File: src/rtl/alu_arbiter_pkg.sv
// Shared definitions for the two-port ALU arbiter: opcode encodings, FSM states,
// port-id type and the opcode legality check.
package alu_arbiter_pkg;

    localparam int unsigned InstrWidth  = 32;
    localparam int unsigned PortIdWidth = 1;

    typedef logic [PortIdWidth-1:0] port_id_t;

    typedef enum logic [1:0] {
        StIdle = 2'd0,
        StExec = 2'd1,
        StResp = 2'd2
    } arb_state_e;

    localparam logic [3:0] AluAnd  = 4'h0;
    localparam logic [3:0] AluOr   = 4'h1;
    localparam logic [3:0] AluAdd  = 4'h2;
    localparam logic [3:0] AluXor  = 4'h3;
    localparam logic [3:0] AluSub  = 4'h6;
    localparam logic [3:0] AluSlt  = 4'h7;
    localparam logic [3:0] AluSltu = 4'h8;

    function automatic logic is_valid_alu_ctrl(input logic [3:0] ctrl);
        logic ok;
        case (ctrl)
            AluAnd, AluOr, AluAdd, AluXor, AluSub, AluSlt, AluSltu: ok = 1'b1;
            default:                                                ok = 1'b0;
        endcase
        return ok;
    endfunction

endpackage

File: src/rtl/alu_arbiter_alu.sv
// Single-cycle combinational ALU; the second operand is either src2 or the immediate.
module alu_arbiter_alu
    import alu_arbiter_pkg::*;
#(
    parameter int unsigned XLEN = InstrWidth
) (
    input  logic [3:0]      ctrl,
    input  logic            alu_src,
    input  logic [XLEN-1:0] src1,
    input  logic [XLEN-1:0] src2,
    input  logic [XLEN-1:0] imm,
    output logic [XLEN-1:0] result,
    output logic            zero
);

    logic [XLEN-1:0] operand_b;

    always_comb begin
        operand_b = alu_src ? imm : src2;
        result    = '0;
        case (ctrl)
            AluAnd:  result = src1 & operand_b;
            AluOr:   result = src1 | operand_b;
            AluAdd:  result = src1 + operand_b;
            AluXor:  result = src1 ^ operand_b;
            AluSub:  result = src1 - operand_b;
            AluSlt:  result = {{(XLEN-1){1'b0}}, ($signed(src1) < $signed(operand_b))};
            AluSltu: result = {{(XLEN-1){1'b0}}, (src1 < operand_b)};
            default: result = '0;
        endcase
    end

    assign zero = (result == '0);

endmodule

File: src/rtl/alu_arbiter.sv
// Round-robin arbiter sharing one ALU between two requesters; one operation in flight,
// result registered and held until the winning port consumes it.
module alu_arbiter
    import alu_arbiter_pkg::*;
#(
    parameter int unsigned XLEN       = InstrWidth,
    parameter int unsigned RESET_PRIO = 0
) (
    input  logic            clk,
    input  logic            rst,
    input  logic            req0_valid,
    output logic            req0_ready,
    input  logic [3:0]      req0_ctrl,
    input  logic            req0_alu_src,
    input  logic [XLEN-1:0] req0_src1,
    input  logic [XLEN-1:0] req0_src2,
    input  logic [XLEN-1:0] req0_imm,
    input  logic            req1_valid,
    output logic            req1_ready,
    input  logic [3:0]      req1_ctrl,
    input  logic            req1_alu_src,
    input  logic [XLEN-1:0] req1_src1,
    input  logic [XLEN-1:0] req1_src2,
    input  logic [XLEN-1:0] req1_imm,
    output logic            rsp0_valid,
    input  logic            rsp0_ready,
    output logic            rsp1_valid,
    input  logic            rsp1_ready,
    output logic [XLEN-1:0] rsp_result,
    output logic            rsp_zero,
    output logic            rsp_err,
    output logic            busy
);

    // Seeding last_grant with the opposite port makes RESET_PRIO win the first tie.
    localparam port_id_t LastGrantReset = (RESET_PRIO == 0) ? 1'b1 : 1'b0;

    arb_state_e      state_q, state_d;
    port_id_t        grant_id_q, last_grant_q, grant_id;
    logic            grant_valid, accept;
    logic [3:0]      ctrl_q;
    logic            alu_src_q;
    logic [XLEN-1:0] src1_q, src2_q, imm_q;
    logic [XLEN-1:0] result_q, alu_result;
    logic            zero_q, err_q, alu_zero;

    always_comb begin
        grant_valid = req0_valid | req1_valid;
        grant_id    = (req0_valid && req1_valid) ? ~last_grant_q : port_id_t'(req1_valid);
    end

    always_comb begin
        state_d    = state_q;
        accept     = 1'b0;
        req0_ready = 1'b0;
        req1_ready = 1'b0;
        rsp0_valid = 1'b0;
        rsp1_valid = 1'b0;
        unique case (state_q)
            StIdle: begin
                if (grant_valid && !rst) begin
                    accept     = 1'b1;
                    req0_ready = (grant_id == 1'b0);
                    req1_ready = (grant_id == 1'b1);
                    state_d    = StExec;
                end
            end
            StExec: state_d = StResp;
            StResp: begin
                rsp0_valid = (grant_id_q == 1'b0);
                rsp1_valid = (grant_id_q == 1'b1);
                // Only the granted port's ready can release the response.
                if ((grant_id_q == 1'b0) ? rsp0_ready : rsp1_ready) begin
                    state_d = StIdle;
                end
            end
            default: state_d = StIdle;
        endcase
    end

    always_ff @(posedge clk or posedge rst) begin
        if (rst) begin
            state_q      <= StIdle;
            grant_id_q   <= '0;
            last_grant_q <= LastGrantReset;
            ctrl_q       <= '0;
            alu_src_q    <= 1'b0;
            src1_q       <= '0;
            src2_q       <= '0;
            imm_q        <= '0;
            result_q     <= '0;
            zero_q       <= 1'b0;
            err_q        <= 1'b0;
        end else begin
            state_q <= state_d;
            if (accept) begin
                grant_id_q   <= grant_id;
                last_grant_q <= grant_id;
                ctrl_q       <= (grant_id == 1'b0) ? req0_ctrl    : req1_ctrl;
                alu_src_q    <= (grant_id == 1'b0) ? req0_alu_src : req1_alu_src;
                src1_q       <= (grant_id == 1'b0) ? req0_src1    : req1_src1;
                src2_q       <= (grant_id == 1'b0) ? req0_src2    : req1_src2;
                imm_q        <= (grant_id == 1'b0) ? req0_imm     : req1_imm;
            end
            if (state_q == StExec) begin
                result_q <= alu_result;
                zero_q   <= alu_zero;
                err_q    <= !is_valid_alu_ctrl(ctrl_q);
            end
        end
    end

    alu_arbiter_alu #(
        .XLEN (XLEN)
    ) u_alu (
        .ctrl    (ctrl_q),
        .alu_src (alu_src_q),
        .src1    (src1_q),
        .src2    (src2_q),
        .imm     (imm_q),
        .result  (alu_result),
        .zero    (alu_zero)
    );

    assign rsp_result = result_q;
    assign rsp_zero   = zero_q;
    assign rsp_err    = err_q;
    assign busy       = (state_q != StIdle);

endmodule

File: config.mk
export PLATFORM = sky130hd
export DESIGN_NAME = alu_arbiter
export DESIGN_NICKNAME = d
export VERILOG_FILES = /design/src/rtl/alu_arbiter_pkg.sv /design/src/rtl/alu_arbiter_alu.sv /design/src/rtl/alu_arbiter.sv
export SDC_FILE = /design/constraint.sdc
export NUM_CORES = 1
export LEC_CHECK = 0
export CAP_MARGIN = 25
export CORE_MARGIN = 10
export CORE_UTILIZATION = 30
export CTS_CLUSTER_DIAMETER = 30
export DETAILED_ROUTE_END_ITERATION = 10
export PLACE_DENSITY_LB_ADDON = 0.25
export SETUP_SLACK_MARGIN = 0.3
export SYNTH_ARGS = -nofsm -noshare
export SYNTH_HDL_FRONTEND = slang
export SYNTH_SLANG_ARGS = --single-unit
export TNS_END_PERCENT = 30
File: constraint.sdc
create_clock -name clk -period 9.8 [get_ports clk]
set_clock_uncertainty 0.05 [all_clocks]
set_input_delay 0.98 -clock clk [delete_from_list [all_inputs] [get_ports clk]]
set_output_delay 0.98 -clock clk [all_outputs]
set_load 0.01 [all_outputs]
# Yosys cells after proc, flatten, opt, wreduce, memory -nomap -nowiden
# Cells that the tools add are included.
[totals] ff_bits=139 in_bits=208 out_inout_bits=39 word_cells=64
[op_classes] addsub=2 order_cmp=2 n_eq_ne=10 muxes=22 n_bitwise=7 reduce_logical=10
[ops] op="case mux 32 bit (7 select lines)" count=1
[ops] op="2-to-1 mux 32 bit" count=4
[ops] op="less-than comparator 32 bit" count=2
[ops] op="adder 32 bit" count=1
[ops] op="AND 32 bit" count=1
[ops] op="logical NOT 32 bit" count=1
[ops] op="bitwise OR 32 bit" count=1
[ops] op="subtractor 32 bit" count=1
[ops] op="XOR 32 bit" count=1
[ops] op="2-to-1 mux 1 bit" count=13
[ops] op="equality test 4 x 2 -> 1 bit, second input constant" count=2
[ops] op="equality test 4 x 3 -> 1 bit, second input constant" count=2
[ops] op="OR reduction 7 bit" count=1
[ops] op="case mux 2 bit (3 select lines)" count=1
[ops] op="equality test 4 x 1 -> 1 bit, second input constant" count=1
[ops] op="equality test 4 bit, second input constant" count=1
[ops] op="logical NOT 4 bit" count=1
[ops] op="2-to-1 mux 2 bit" count=2
[ops] op="2-to-1 mux 4 bit" count=1
[ops] op="!= test 2 bit, second input constant" count=2
[ops] op="inverter 1 bit" count=3
[ops] op="equality test 2 x 1 -> 1 bit, second input constant" count=1
[ops] op="equality test 2 bit, second input constant" count=1
[ops] op="logical AND 1 bit" count=2
[ops] op="5 further kinds" count=6

# Longest topological paths before layout
# Gate-level depths: netlist of the first run.
[logic_depth] ltp_word=5 ltp_mapped=18 depth_no_buf=16

# Cells and area by module
# A second synthesis of the first run with hierarchy kept.
[unflattened] hier_cells=1491 hier_area_um2=12904.9
[modules_own_cells] module="alu_arbiter" n_inst=1 cells_per_inst=559 area_each_um2=6673.9 seq_area_each_um2=3479.6
[modules_own_cells] module="alu_arbiter_alu" n_inst=1 cells_per_inst=932 area_each_um2=6231.0 seq_area_each_um2=0.0

# Worst setup path before layout of the first run
# Ideal clock, no wire load.
[synth_path] path_type="register to register" start="reg alu_src_q" end="reg zero_q (netlist: rsp_zero)" setup_time_ns=0.103 arrival_time_ns=4.278 t_required_ns=9.647 path_slack_ns=5.368 path_stages_with_launch=19 n_path_buf=2 synth_period_minus_slack_ns=4.432 path_cell_list="dfrtp_1 -> clkbuf_1 -> clkbuf_1 -> mux2i_1 -> inv_1 -> ha_1 -> inv_1 -> fa_1 -> nor2b_1 -> o2111ai_1 -> a211oi_1 -> nor2_1 -> o31a_1 -> o31a_1 -> xnor2_1 -> a211o_1 -> and4bb_1 -> nand3_1 -> o41ai_2"
[synth_between] elab_chain_cells=4 elab_cells_between_ends=10 classes_between="2 x add/sub; 2 x order compare; 2 x mux; 3 x bitwise; 1 x reduce/logical"
[synth_lines] item="start: declaration" line_no="alu_arbiter.sv:42" rtl="logic alu_src_q;"
[synth_lines] item="start signal: assignment" line_no="alu_arbiter.sv:100" rtl="alu_src_q <= (grant_id == 1'b0) ? req0_alu_src : req1_alu_src;"
[synth_lines] item="2-to-1 mux 32 bit (*)" line_no="alu_arbiter_alu.sv:19" rtl="operand_b = alu_src ? imm : src2;"
[synth_lines] item="subtractor 32 bit (tied with other cells)" line_no="alu_arbiter_alu.sv:26" rtl="AluSub: result = src1 - operand_b;"
[synth_lines] item="case mux 32 bit (7 select lines) (*)" line_no="alu_arbiter_alu.sv:21" rtl="case (ctrl)"
[synth_lines] item="logical NOT 32 bit (*)" line_no="alu_arbiter_alu.sv:33" rtl="assign zero = (result == '0);"
[synth_lines] item="end signal: assignment" line_no="alu_arbiter.sv:107" rtl="zero_q <= alu_zero;"
[synth_lines] item="end: declaration" line_no="alu_arbiter.sv:45" rtl="logic zero_q, err_q, alu_zero;"
# Mark *: on every way between the ends. The rest lies on a longest branch, timed or not.
# A chain may end at the register's enable or synchronous reset.

# Worst setup path in the final report of the first run
# Ends and elaborated chain as after synthesis.

==> run_results.csv, run 1 <==
group,metric,value,unit
outcome,run_status,"finished clean",
cells_and_area,antennaDiodeCount,0,
setup_path,slowest_stage,"mux2i_1",
clocking,cts_made_buffers,17,
drt,dr_total_vias,11700,
clocking,clk_latency,460,ps
placement,dp.cells,2161,
floorplanning,start_util,30.4,%
clocking,cts.hold.buffers_added,0,
sta,fmax,184,MHz
power,power_density,404,mW/mm2
synth,syn_area_per_cell,8.18,um2
drt,post_drt_wl_per_cell,20.9,um
setup_path,crit_chain,"buf_4, mux2i_1, ha_1, inv_1, nand2_1, o21ai_0, a211o_1, and4_1, o21a_1, o41ai_1, o31ai_1, mux2_2, o21ai_1, o41ai_2",
synth,post_synth_instance_area,0.0121,mm2
floorplanning,fp.dieArea,0.0486,mm2
placement,placed_area,0.0149,mm2
setup_path,path_depth,14,
cells_and_area,fillerInstances,4120,
setup_path,crit_type,"reg -> reg",
sta,rsz0062_at_grt,"no",
setup_path,worstReg2RegEnd,"rsp_zero",
synth,synth-edff-count,0,
cells_and_area,finalInstanceArea,0.0155,mm2
floorplanning,coreArea,0.0397,mm2
synth,ys.flop_type,"dfrtp_1",
floorplanning,placementRows,73,
synth,ys_ff_latch,139,
sta,tightest_slew,1000,ps
sta,hold_viol,0,
sta,setup_violations,0,
synth,ys_top_cells_by_area,"dfrtp_1, mux2i_1, ha_1",
setup_path,critPathBufInv,2,
synth,synthTopCellsByCount,"nand2_1, o21ai_0, mux2i_1",
drt,vias_per_cell,5.34,
placement,gp_congestion,0.954,
global_routing,track_usage,18.6,%
drt,drc_errors,0,
setup_path,cp-start-kind,"flop",
setup_path,critPathLaunch,"alu_src_q",
clocking,cts_resized,0,
synth,yosysTopAreaCell,"dfrtp_1",
clocking,postCtsSetupBuffers,0,
power,vdd_drop_max,0.000140,V
cells_and_area,layout-drive-gt1-share,5.57,%
clocking,cts_tree,"yes",
global_routing,grt_max_degree,110,
drt,postRouteAntennaNets,0,
power,p_leak,6.75,nW
synth,async_flop_share,100,%
placement,portBuffers,246,
floorplanning,die_h,221,um
clocking,cts-root-buf,"clkbuf_16",
drt,routed_wl,45.8,mm
sta,tns,0,ps
sta,fin_crit,5440,ps
synth,yosysSeqAreaShare,28.8,%
synth,syn-num-nets,1782,
drt,drt_first_pass_iters,5,
setup_path,endpoint_kind,"flop",
synth,synth_most_common_cell,"nand2_1",
setup_path,reg2reg_depth,14,
setup_path,slowest_delay,680,ps
sta,period_share,55.5,%
setup_path,cp_top_family,"compound AO/OA/AOI/OAI gates",
placement,hpwl,36.2,mm
floorplanning,ios,247,
synth,synth_cell_types,95,
flow_run,maxCapViolCount,0,
setup_path,r2r_setup_slack,4360,ps
drt,drtIter0Drc,974,
global_routing,grt_pass1_vias,11600,
clocking,clk_pin_slew_worst_paths,70,ps
cells_and_area,layout.nets,1964,
synth,syn_inst,1475,
clocking,clock-sinks,139,
setup_path,crit_arrival,5690,ps
global_routing,grt_pass1_wl,70.1,mm
global_routing,antenna_found_initial,0,
sta,slew_headroom,32.9,%
hold_path,min_path_type,"reg -> reg",
clocking,htreeDepth,4,
floorplanning,die_width,221,um
synth,yosysWarnings,0,
setup_path,worstSetupEndpoint,"rsp_zero",
cells_and_area,final_cell_count_no_fill,2195,
clocking,cts_buffer_depth,2,
setup_path,reg2reg_from,"alu_src_q",
setup_path,crit_fanout,33,
synth,synth_top_area_share,28.6,%
setup_path,worstPathRequired,10050,ps
sta,drv_slew,0,
global_routing,grt_overflow,0,
cells_and_area,syn2layout_area_growth,28.7,%
## worst reg2reg max path: stages (launching register included)
cell and delay (ps):
dfrtp_2 340, buf_4 530, mux2i_1 690, ha_1 500
inv_1 320, nand2_1 150, o21ai_0 600, a211o_1 320
and4_1 280, o21a_1 210, o41ai_1 120, o31ai_1 320
mux2_2 380, o21ai_1 360, o41ai_2 110
## layer usage
layer / track usage [%] / vias to the layer above / share of wire, %
li1: - / 5689 / -
met1: 26.5 / 5552 / 49
met2: 27.9 / 420 / 43
met3: 3.77 / 53 / 6.1
met4: 5.40 / 0 / 2.0
met5: 0 / - / 0
## cell usage in the layout, fill, tap and decap left out, types with 11 or more instances in the layout
cell	count
clkbuf_16	17
o31ai_1	13
nand4_1	21
clkdlybuf4s50_1	246
inv_1	98
a22o_1	15
buf_4	11
nor2_1	77
nand2_1	185
dfrtp_1	137
a21oi_1	82
nand3_1	22
nor4_1	12
mux2i_1	144
nor3_1	30
nand2b_1	14
a211oi_1	25
o21ai_0	184
ha_1	97
## logic make-up after synthesis
| family | share of synthesized area (%) |
|---|---|
| compound gates | 24.8 |
| simple gates | 17.1 |
| buf+inv | 6.37 |
| mux | 12.2 |
| flops | 28.8 |
| fa+ha+maj | 10.4 |
| xor+xnor | 0.363 |
## final cells by class
cell class | count | area [um2] | share of cell area, %
repair buffers | 259 | 2600 | 16.7
inverters | 99 | 377 | 2.43
well taps | 525 | 657 | 4.23
flip-flops and latches | 139 | 3480 | 22.4
clock inverters | 15 | 130 | 0.838
multi-input cells | 1141 | 7860 | 50.6
clock buffers | 17 | 425 | 2.74
## sequential cells by signal, summed over array words and instances, names as in the netlist
register and cells:
src1_q 32, rsp_zero 1, rsp_result 32, ctrl_q 4, last_grant_q 1, alu_src_q 1
state_q 2, rsp_err 1, imm_q 32, src2_q 32, grant_id_q 1
## where the power goes
part / switching, mW / internal (mW)
sequential: 0.238 / 0.829
combinational: 2.97 / 1.61
clock: 0.302 / 0.333
total: 3.51 / 2.77
## worst min path at each step
stage                                end  cells after the start            from  slack [ps]
after floorplan                src2_q[0]                      2       src2_q[0]         400
after global placement         src2_q[2]                      2       src2_q[2]         410
after detailed placement       src2_q[2]                      2       src2_q[2]         420
after CTS                      src2_q[2]                      2       src2_q[2]         430
after global routing      rsp_result[18]                      2  rsp_result[18]         450
final                     rsp_result[18]                      2  rsp_result[18]         430
## stage by stage
| step | worst slack (ps) | total power [mW] | hold WS [ps] | utilization, % |
|---|---|---|---|---|
| after global placement | 4630 | 5.58 | 412 | 37.5 |
| after detailed placement | 4500 | 5.57 | 419 | 37.5 |
| after global routing | 4210 | 6.80 | 450 | 39.1 |
| final | 4360 | 6.28 | 426 | 39.1 |
| after CTS | 4480 | 6.23 | 433 | 38.9 |
| after floorplan | 5050 | 4.13 | 399 | - |
Power figures use the tool's default switching activity.
==> run 2: changes to the inputs <==
clock period = 4.8 ns   (was 9.8 ns; I/O delays follow)
==> run 2 against run 1 <==
Final cell count grew 3.7%; global-route usage rose by 0.64 points; utilization up 2.7 points; critical path depth rose by 2; via count up 3.0%; critical endpoint unchanged; power increased by 130%; largest cell class unchanged.
==> run_results.csv, run 2 (synthesis results as in run 1) <==
group,metric,value,unit
sta,fin_hold_ws,428,ps
floorplanning,die_h,221,um
drt,drtIter0Drc,780,
setup_path,reg2reg_from,"alu_src_q",
sta,hold_viol,0,
cells_and_area,layout_common_cells,"clkdlybuf4s50_1, nand2_1, o21ai_0",
global_routing,grtUsageMet2,28.6,%
setup_path,crit_chain,"mux2i_2, inv_1, ha_1, inv_1, fa_1, nor2b_2, o2111ai_2, a211oi_2, nor2_1, o31a_1, o31a_1, xnor2_1, a211o_1, and4bb_1, nand3_1, o41ai_2",
setup_path,reg2reg_depth,16,
sta,setup_ws,520,ps
global_routing,grt_pass1_vias,11900,
setup_path,r2r_setup_slack,520,ps
sta,tightest_slew,945,ps
setup_path,crit_type,"reg -> reg",
clocking,cts_tree,"yes",
setup_path,slowest_stage,"dfrtp_2",
global_routing,track_usage,19.3,%
global_routing,grt_max_degree,117,
drt,drt_first_pass_iters,5,
setup_path,crit_fanout,7,
sta,setup_violations,0,
sta,period_share,89.2,%
placement,hpwl,38.3,mm
floorplanning,start_util,30.4,%
power,power_density,879,mW/mm2
setup_path,critPathLaunch,"alu_src_q",
drt,postRouteAntennaNets,0,
global_routing,grt_overflow,0,
drt,dr_total_vias,12100,
setup_path,slowest_delay,500,ps
placement,dp_slack,90.1,ps
global_routing,antenna_found_initial,0,
hold_path,hold_path_depth,2,
setup_path,endpoint_kind,"flop",
cells_and_area,syn2layout_area_growth,37.5,%
global_routing,top_usage_layer,"met2",
drt,vias_per_cell,5.30,
clocking,htreeDepth,4,
clocking,cts-root-buf,"clkbuf_16",
clocking,clk_latency,450,ps
hold_path,min_path_type,"reg -> reg",
floorplanning,placementRows,73,
sta,rsz0062_at_grt,"no",
clocking,cts_made_buffers,17,
cells_and_area,antennaDiodeCount,0,
flow_run,maxCapViolCount,0,
sta,drv_slew,0,
floorplanning,ios,247,
clocking,clock-sinks,139,
setup_path,cp-start-kind,"flop",
clocking,cts_buffer_depth,2,
outcome,run_status,"finished clean",
floorplanning,fp.dieArea,0.0486,mm2
drt,routed_wl,47.8,mm
power,vdd_drop_max,0.000285,V
global_routing,grtUsageMet1,26.8,%
setup_path,worstPathRequired,5100,ps
cells_and_area,layout-drive-gt1-share,13.3,%
placement,gp_congestion,0.987,
clocking,clk_pin_slew_worst_paths,70,ps
floorplanning,die_width,221,um
floorplanning,coreArea,0.0397,mm2
setup_path,worstReg2RegEnd,"rsp_zero",
sta,fin_crit,4280,ps
drt,post_drt_wl_per_cell,21.0,um
cells_and_area,layout_commonest_cell,"clkdlybuf4s50_1",
global_routing,gr-usage-met3,5.19,%
cells_and_area,layout.nets,2045,
placement,portBuffers,246,
setup_path,crit_arrival,4580,ps
power,p_leak,7.16,nW
drt,drc_errors,0,
hold_path,holdCritStartpoint,"rsp_result[13]",
global_routing,grt_pass1_wl,72.1,mm
sta,fmax,234,MHz
hold_path,whs_endpoint,"rsp_result[13]",
sta,tns,0,ps
sta,slew_headroom,37.0,%
run 2: power by group:
part           internal, mW  switching (mW)
registers              1.69           0.547
logic                  4.42            6.63
clock network         0.715           0.576
run 2: final cells by class:
class	count	area, um2
Clock buffer	19	433
Tap cell	525	657
Inverter	99	380
Multi-Input combinational cell	1141	8270
Fill cell	4054	23100
Timing Repair Buffer	340	3250
Clock inverter	13	119
Sequential cell	139	3480
run 2: how the worst max path moves through the flow:
stage | slack (ps) | endpoint | cells after the start
detailed placement | 90 | rsp_zero | 15
finish | 520 | rsp_zero | 16
CTS | 250 | rsp_zero | 15
global placement | 140 | rsp_zero | 15
global route | 270 | rsp_zero | 16
floorplan | 370 | rsp_zero | 18
run 2: repair_timing:
item | 4_1_cts | 5_1_grt
buffers inserted | 1 | 14
hold buffers | 0 | 0
gates resized for setup | 5 | 85
endpoints found under the setup margin | 2 | 4
pin swaps | 1 | 8
run 2: per-stage QoR:
| step | instance area [um2] | total power, mW | util (%) | std cells |
|---|---|---|---|---|
| 6_report | 16600 | 14.6 | 41.8 | 2276 |
| 2_1_floorplan | 12100 | 8.43 | - | 1475 |
| 3_3_place_gp | 15500 | 12.3 | 39.0 | 2229 |
| 4_1_cts | 16100 | 13.7 | 40.5 | 2262 |
| 3_5_place_dp | 15500 | 12.3 | 39.0 | 2229 |
| 5_1_grt | 16600 | 15.7 | 41.8 | 2276 |
run 2: layer usage:
metal	share of wire [%]	wire, um
met2	43	20700
met1	48	22800
met3	7.1	3380
met5	0	0
met4	2.0	966
run 2: critical path, delay by kind of cell (launching register included):
family	cells	cell delay, ps
adders and majority gates	2	630
DFF	1	500
buffers and inverters	2	150
xor gates and xnor gates	1	140
and+or+nand+nor	4	650
AOI/OAI and AO/OA	6	1840
muxes	1	200
